### config.mk
export PLATFORM = sky130hd
export DESIGN_NAME = scroll_counter_ctrl_flat
export DESIGN_NICKNAME = d
export VERILOG_FILES = /design/src/rtl/scroll_counter_ctrl_if.sv /design/src/rtl/scroll_counter_ctrl.sv /design/src/flat_wrapper.sv
export SDC_FILE = /design/constraint.sdc
export NUM_CORES = 1
export LEC_CHECK = 0
export ABC_AREA = 1
export BUFFER_PORTS_ARGS = -buffer_cell sky130_fd_sc_hd__buf_2
export CAP_MARGIN = 10
export CORE_MARGIN = 1.5
export CORE_UTILIZATION = 45
export DETAILED_ROUTE_END_ITERATION = 7
export MAX_ROUTING_LAYER = met4
export PLACE_DENSITY = 0.67
export REMOVE_ABC_BUFFERS = 1
export SLEW_MARGIN = 40
export SYNTH_ARGS = -nofsm -noshare
export SYNTH_HDL_FRONTEND = slang
export SYNTH_SLANG_ARGS = --single-unit
### constraint.sdc
create_clock -name clk -period 2.6 [get_ports clk]
set_input_delay 0.52 -clock clk [delete_from_list [all_inputs] [get_ports clk]]
set_output_delay 0.52 -clock clk [all_outputs]
set_load 0.005 [all_outputs]
### src/rtl/scroll_counter_ctrl_if.sv
// scroll_counter_ctrl_if
// CPU-side register bus for the scroll counter controller.
//
// Handshake: cpu_wr is a single-clk write strobe qualified by cpu_addr and
// cpu_din. There is no back-pressure; every strobe is accepted, and cpu_ack
// pulses high for exactly one clk on the clk after the strobe, whatever cen
// is doing.
//
// Signals:
//   cpu_wr    write strobe (master -> slave)
//   cpu_addr  0 = scroll lo, 1 = scroll hi, 2 = control, 3 = unused
//   cpu_din   write data
//   cpu_ack   one-clk acknowledge (slave -> master)
interface scroll_counter_ctrl_if;
  logic       cpu_wr;
  logic [1:0] cpu_addr;
  logic [7:0] cpu_din;
  logic       cpu_ack;

  modport master (output cpu_wr, output cpu_addr, output cpu_din, input cpu_ack);
  modport slave  (input cpu_wr, input cpu_addr, input cpu_din, output cpu_ack);
endinterface

### src/rtl/scroll_counter_ctrl.sv
// scroll_counter_ctrl
// Line/frame sequencer for a cascaded pair of 8-bit up/down counters that
// form the 16-bit scroll position. Generates beam counters and blanking,
// drives the counters' load/enable/direction/preset inputs, and holds the
// CPU scroll/control registers, committing them to the live copy at the
// start of vblank.
//
// Optional feature: define SCROLL_CTRL_FLIP_EN to make control bit2 (flip)
// invert the counting direction and the preset values.
//
// Ports:
//   clk, rst       clock, asynchronous active-high reset
//   cen            pixel clock enable; its rising edge is one tick
//   cpu            register bus (slave modport)
//   cnt_q_lo       Q of the low counter, for the carry into the high one
//   hcnt, vcnt     beam position
//   hblank, vblank blanking flags
//   cnt_load_n     shared load_n, low in ST_LOAD and ST_INIT
//   cnt_enp_n      shared enp_n, low while active and not frozen
//   cnt_ent_lo_n   ent_n of the low counter
//   cnt_ent_hi_n   ent_n of the high counter (combinational carry)
//   cnt_dir        count direction, 1 = up
//   cnt_p_lo/hi    preset values
//   state          line FSM state, for observation
module scroll_counter_ctrl #(
  parameter int HTOTAL  = 384,
  parameter int HACTIVE = 256,
  parameter int VTOTAL  = 264,
  parameter int VACTIVE = 240
) (
  input  logic                    clk,
  input  logic                    rst,
  input  logic                    cen,
  scroll_counter_ctrl_if.slave    cpu,
  input  logic [7:0]              cnt_q_lo,
  output logic [8:0]              hcnt,
  output logic [8:0]              vcnt,
  output logic                    hblank,
  output logic                    vblank,
  output logic                    cnt_load_n,
  output logic                    cnt_enp_n,
  output logic                    cnt_ent_lo_n,
  output logic                    cnt_ent_hi_n,
  output logic                    cnt_dir,
  output logic [7:0]              cnt_p_lo,
  output logic [7:0]              cnt_p_hi,
  output logic [1:0]              state
);

  localparam logic [1:0] ST_INIT   = 2'd0;
  localparam logic [1:0] ST_ACTIVE = 2'd1;
  localparam logic [1:0] ST_HBL    = 2'd2;
  localparam logic [1:0] ST_LOAD   = 2'd3;

  localparam logic [8:0] H_LAST = 9'(HTOTAL - 1);
  localparam logic [8:0] H_ACT  = 9'(HACTIVE);
  localparam logic [8:0] V_LAST = 9'(VTOTAL - 1);
  localparam logic [8:0] V_ACT  = 9'(VACTIVE);

  logic       last_cen;
  logic       tick;
  logic       ack_r;
  logic [8:0] h_next;
  logic [8:0] v_next;
  logic [1:0] state_next;
  logic       commit;
  logic       freeze_next;
  logic       flip;
  logic       term_cnt;

  logic [7:0] shadow_lo, shadow_hi, live_lo, live_hi;
  logic [2:0] shadow_ctrl, live_ctrl;

  assign tick        = cen && !last_cen;
  assign cpu.cpu_ack = ack_r;

  always_comb begin
    h_next = (hcnt == H_LAST) ? 9'd0 : hcnt + 9'd1;
    v_next = vcnt;
    if (hcnt == H_LAST) v_next = (vcnt == V_LAST) ? 9'd0 : vcnt + 9'd1;
  end

  // Commit happens on the tick that lands on the first pixel of vblank.
  assign commit      = tick && (h_next == 9'd0) && (v_next == V_ACT);
  // Enable is registered on the same tick as the commit, so it must see
  // the freeze bit that is about to become live.
  assign freeze_next = commit ? shadow_ctrl[1] : live_ctrl[1];

  always_comb begin
    state_next = state;
    case (state)
      ST_INIT:   state_next = ST_ACTIVE;
      ST_ACTIVE: if (h_next == H_ACT)  state_next = ST_HBL;
      ST_HBL:    if (h_next == H_LAST) state_next = ST_LOAD;
      ST_LOAD:   if (h_next == 9'd0)   state_next = ST_ACTIVE;
      default:   state_next = ST_INIT;
    endcase
  end

  always_ff @(posedge clk or posedge rst) begin
    if (rst) begin
      last_cen     <= 1'b0;
      ack_r        <= 1'b0;
      shadow_lo    <= 8'd0;
      shadow_hi    <= 8'd0;
      shadow_ctrl  <= 3'd0;
      live_lo      <= 8'd0;
      live_hi      <= 8'd0;
      live_ctrl    <= 3'd0;
      hcnt         <= 9'd0;
      vcnt         <= 9'd0;
      hblank       <= 1'b0;
      vblank       <= 1'b0;
      state        <= ST_INIT;
      cnt_load_n   <= 1'b0;
      cnt_enp_n    <= 1'b1;
      cnt_ent_lo_n <= 1'b1;
    end else begin
      last_cen <= cen;
      ack_r    <= cpu.cpu_wr;
      if (cpu.cpu_wr) begin
        case (cpu.cpu_addr)
          2'd0:    shadow_lo   <= cpu.cpu_din;
          2'd1:    shadow_hi   <= cpu.cpu_din;
          2'd2:    shadow_ctrl <= cpu.cpu_din[2:0];
          default: ;
        endcase
      end
      if (tick) begin
        hcnt         <= h_next;
        vcnt         <= v_next;
        hblank       <= (h_next >= H_ACT);
        vblank       <= (v_next >= V_ACT);
        state        <= state_next;
        cnt_load_n   <= (state_next != ST_LOAD);
        cnt_enp_n    <= !((state_next == ST_ACTIVE) && !freeze_next);
        cnt_ent_lo_n <= 1'b0;
        // Nonblocking: a write in this same clk lands in shadow after the
        // live copy has taken the old shadow value.
        if (commit) begin
          live_lo   <= shadow_lo;
          live_hi   <= shadow_hi;
          live_ctrl <= shadow_ctrl;
        end
      end
    end
  end

`ifdef SCROLL_CTRL_FLIP_EN
  assign flip = live_ctrl[2];
`else
  // Bit2 is kept in the register file but has no effect in this build.
  assign flip = live_ctrl[2] & 1'b0;
`endif

  assign cnt_dir  = live_ctrl[0] ^ flip;
  assign cnt_p_lo = live_lo ^ {8{flip}};
  assign cnt_p_hi = live_hi ^ {8{flip}};

  // Carry into the high counter; gated by the low counter's enable so it
  // stays inactive through reset until counting starts.
  assign term_cnt     = cnt_dir ? (cnt_q_lo == 8'hFF) : (cnt_q_lo == 8'h00);
  assign cnt_ent_hi_n = cnt_ent_lo_n | ~term_cnt;

endmodule
### src/flat_wrapper.sv
// flat-port wrapper written by rule: the top's interface ports become plain ports
module scroll_counter_ctrl_flat 
#(
  parameter int HTOTAL  = 384,
  parameter int HACTIVE = 256,
  parameter int VTOTAL  = 264,
  parameter int VACTIVE = 240
)
  (clk, rst, cen, cnt_q_lo, hcnt, vcnt, hblank, vblank, cnt_load_n, cnt_enp_n, cnt_ent_lo_n, cnt_ent_hi_n, cnt_dir, cnt_p_lo, cnt_p_hi, state, cpu_cpu_wr, cpu_cpu_addr, cpu_cpu_din, cpu_cpu_ack);
  scroll_counter_ctrl_if cpu_i ();
  input  logic clk;
  input  logic rst;
  input  logic cen;
  input  logic [7:0] cnt_q_lo;
  output logic [8:0] hcnt;
  output logic [8:0] vcnt;
  output logic hblank;
  output logic vblank;
  output logic cnt_load_n;
  output logic cnt_enp_n;
  output logic cnt_ent_lo_n;
  output logic cnt_ent_hi_n;
  output logic cnt_dir;
  output logic [7:0] cnt_p_lo;
  output logic [7:0] cnt_p_hi;
  output logic [1:0] state;
  input wire logic [$bits(cpu_i.cpu_wr)-1:0] cpu_cpu_wr;
  input wire logic [$bits(cpu_i.cpu_addr)-1:0] cpu_cpu_addr;
  input wire logic [$bits(cpu_i.cpu_din)-1:0] cpu_cpu_din;
  output wire logic [$bits(cpu_i.cpu_ack)-1:0] cpu_cpu_ack;
  assign cpu_i.cpu_wr = cpu_cpu_wr;
  assign cpu_i.cpu_addr = cpu_cpu_addr;
  assign cpu_i.cpu_din = cpu_cpu_din;
  assign cpu_cpu_ack = cpu_i.cpu_ack;
  scroll_counter_ctrl #(.HTOTAL(HTOTAL), .HACTIVE(HACTIVE), .VTOTAL(VTOTAL), .VACTIVE(VACTIVE)) u_core (.clk(clk), .rst(rst), .cen(cen), .cpu(cpu_i), .cnt_q_lo(cnt_q_lo), .hcnt(hcnt), .vcnt(vcnt), .hblank(hblank), .vblank(vblank), .cnt_load_n(cnt_load_n), .cnt_enp_n(cnt_enp_n), .cnt_ent_lo_n(cnt_ent_lo_n), .cnt_ent_hi_n(cnt_ent_hi_n), .cnt_dir(cnt_dir), .cnt_p_lo(cnt_p_lo), .cnt_p_hi(cnt_p_hi), .state(state));
endmodule
==> metrics <==
run status complete, no violations; Final Hold Fails 0; die area 7770 um2; slew at the pin with the worst max-slew slack 0.582 ns; cells after synthesis 406; final setup TNS 0 ns; DRC 0; setup repair after global routing missed its margin false; # fillers 706; Die Height 88.2 um; Crit Path Class flip-flop to flip-flop; Logic pwr share 23.3%; Finished Layout Cells 576; GP Congestion 0.834; Root Buffer clkbuf_8; Register Area 1580 um2; element type at the critical path end flip-flop; NetSw 0.942 mW; Static Leak 2.09 nW; setup bufs post-CTS 0; share of layout cells above drive strength 1 24.8%; io pins 66; standard-cell rows 30; total track usage 21.2%; max-cap viol count 0; total grt overflow 0; CP Data Required Time 2.88 ns; Hold Buf Count CTS 0; hold crit path type input port to async pin; synth warn 0; I/O Buffers 65; final WL 7090 um; Worst setup SP type flip-flop; Pre-antenna DRT Iters 4; Setup Skew 0.00979 ns; mean area per synthesized cell 8.04 um2; Sequential Power Share 47.4%; TritonCTS buffer count 9; Rel. slew slack 61.1%; Final HPWL DP 5120 um; PwrDens 700 nW/um2; final setup fails 0; CP arrival 2.62 ns; core footprint 6910 um2; die width 88.2 um; nets@finish 501; clock power share 29.3%; Int Pwr 1.75 mW; crit path max fanout 18; Sw Share 35.0%; Synth cell types 30; period utilization 90.1%; commonest non-fill, non-tap cell in the layout nand2_1; area of the multi-input gates 1440 um2; vias post-DR 2,858; area delta synth->final 17.9%; CTS tree yes; vias in the first global route 2,729; Via density 4.96; Max VDD drop 0.373 mV; Max Clock Freq 0.427 GHz; Post-Place Cells 560; Synth Cell Area 3260 um2; effective utilization at floorplan 47.3%; Clk Latency, worst-skew pair 0.34 ns; Final Critical Period 2.34 ns; H-tree depth 3; cts repair resizes 0; most frequent cells in the layout 141 x nand2_1, 65 x buf_2, 61 x dfrtp_1; Seq/Total Area, Yosys 48.4%; Routed Antenna Nets 0; max-slew violations 0; Yosys reg bits 63; first-pass GRT wire length 12,300 um; Reg clk slew, reported paths 0.08 ns; CTS Buffer Depth 2; DR iter-0 viols 150; largest net degree at the start of global routing 64; # diodes 0; initial antenna violation count 0; Routed wire per std cell 12.3 um; clock sink total 63
==> final timing paths <==
kind / start / to / depth (start not counted) / slack (ns)
max in group asynchronous: rst / u_core.cnt_enp_n$_DFFE_PP1P_ / 3 / 2.05
worst max-delay path: u_core.hcnt[1]$_DFFE_PP0P_ / u_core.cnt_enp_n$_DFFE_PP1P_ / 14 / 0.26
min in group clk: cen / u_core.last_cen$_DFF_PP0_ / 1 / 0.30
worst min-delay path: rst / u_core.vcnt[7]$_DFFE_PP0P_ / 3 / 0.22
worst max register to register: u_core.hcnt[1]$_DFFE_PP0P_ / u_core.cnt_enp_n$_DFFE_PP1P_ / 14 / 0.26
worst min register to register: u_core.cnt_p_lo[6]$_DFFE_PP0P_ / u_core.cnt_p_lo[6]$_DFFE_PP0P_ / 2 / 0.47
==> power groups by stage <==
stage               combinational [mW]  sequential (mW)  clock [mW]
global placement                 0.620             1.29           0
CTS                              0.636             1.28       0.813
floorplan                        0.405             1.28           0
detailed placement               0.630             1.29           0
global route                     0.727             1.30       0.855
finish                           0.629             1.28       0.789
==> critical path: stages (launching register included) <==
cell,delay (ns)
dfrtp_1,0.45
ha_1,0.22
nand3_1,0.13
inv_2,0.13
nand3_4,0.19
nand3_1,0.14
nand2_1,0.07
nor2_2,0.18
nand2_1,0.07
nor2_1,0.18
nand3_4,0.23
nand2_1,0.14
nand2_2,0.06
nand2_1,0.05
nand2_1,0.05
==> logic make-up after synthesis <==
family                   synth area share [%]
adder cells (fa/ha/maj)                  1.53
buffers and inverters                    7.59
flip-flops                               48.4
AO/OA/AOI/OAI                            7.70
multiplexers                            0.307
AND/OR/NAND/NOR                          34.5
==> per-layer routing <==
layer,GRT usage [%],wire [um],vias up
met5,-,0,-
li1,-,-,1443
met1,26.7,3310,1338
met3,4.15,284,11
met2,32.9,3370,66
met4,9.66,123,0
==> cell type report <==
type | instances | area share (%)
Sequential cell | 63 | 41.0
Tap cell | 96 | 3.12
Clock inverter | 6 | 1.14
Inverter | 43 | 4.20
Multi-Input combinational cell | 289 | 37.4
Timing Repair Buffer | 69 | 9.56
Clock buffer | 10 | 3.58
==> cell usage after synthesis <==
cell type	number	area share (%)
dfstp_2	2	1.6
mux2i_1	1	0.31
a31oi_1	1	0.19
nor2_8	2	1.2
nor4_1	3	0.57
nand3_2	5	1.5
nor2_4	2	0.69
a21oi_1	2	0.31
nand2_2	10	1.9
nand3_1	39	6.0
o21bai_1	1	0.23
buf_6	4	1.4
nand3b_1	2	0.46
inv_1	40	4.6
o22a_1	1	0.27
o21ai_4	1	0.50
nand3_4	2	1.1
nand4_1	8	1.5
ha_1	4	1.5
nor2_1	17	2.0
o21a_1	1	0.23
dfrtp_1	61	47
o21ai_0	39	6.0
nor2_2	7	1.3
nand2_1	141	16
clkbuf_1	5	0.57
buf_8	1	0.46
buf_4	1	0.23
inv_2	2	0.23
clkinv_1	1	0.11
==> flip-flops by register name, summed over array words and instances (netlist names) <==
name,cells
u_core.last_cen,1
u_core.hblank,1
u_core.cnt_p_hi,8
u_core.state,2
u_core.shadow_lo,8
u_core.shadow_hi,8
u_core.cnt_enp_n,1
u_core.shadow_ctrl,2
u_core.live_ctrl,2
u_core.cpu.cpu_ack,1
u_core.cnt_p_lo,8
u_core.cnt_load_n,1
u_core.cnt_ent_lo_n,1
u_core.hcnt,9
u_core.vcnt,9
u_core.vblank,1
==> through the flow <==
stage | setup WS, ns | hold slack [ns] | power [mW] | utilization (%) | cell area, um2
4_1_cts | 0.225 | 0.234 | 2.72 | 55.7 | 3850
5_1_grt | 0.0258 | 0.256 | 2.88 | 55.7 | 3850
3_3_place_gp | 0.369 | 0.455 | 1.91 | 53.1 | 3670
3_5_place_dp | 0.261 | 0.455 | 1.92 | 53.1 | 3670
6_report | 0.259 | 0.224 | 2.69 | 55.7 | 3850
2_1_floorplan | 0.494 | 0.440 | 1.68 | - | 3180
No activity file was read; power rests on OpenSTA's default activity.
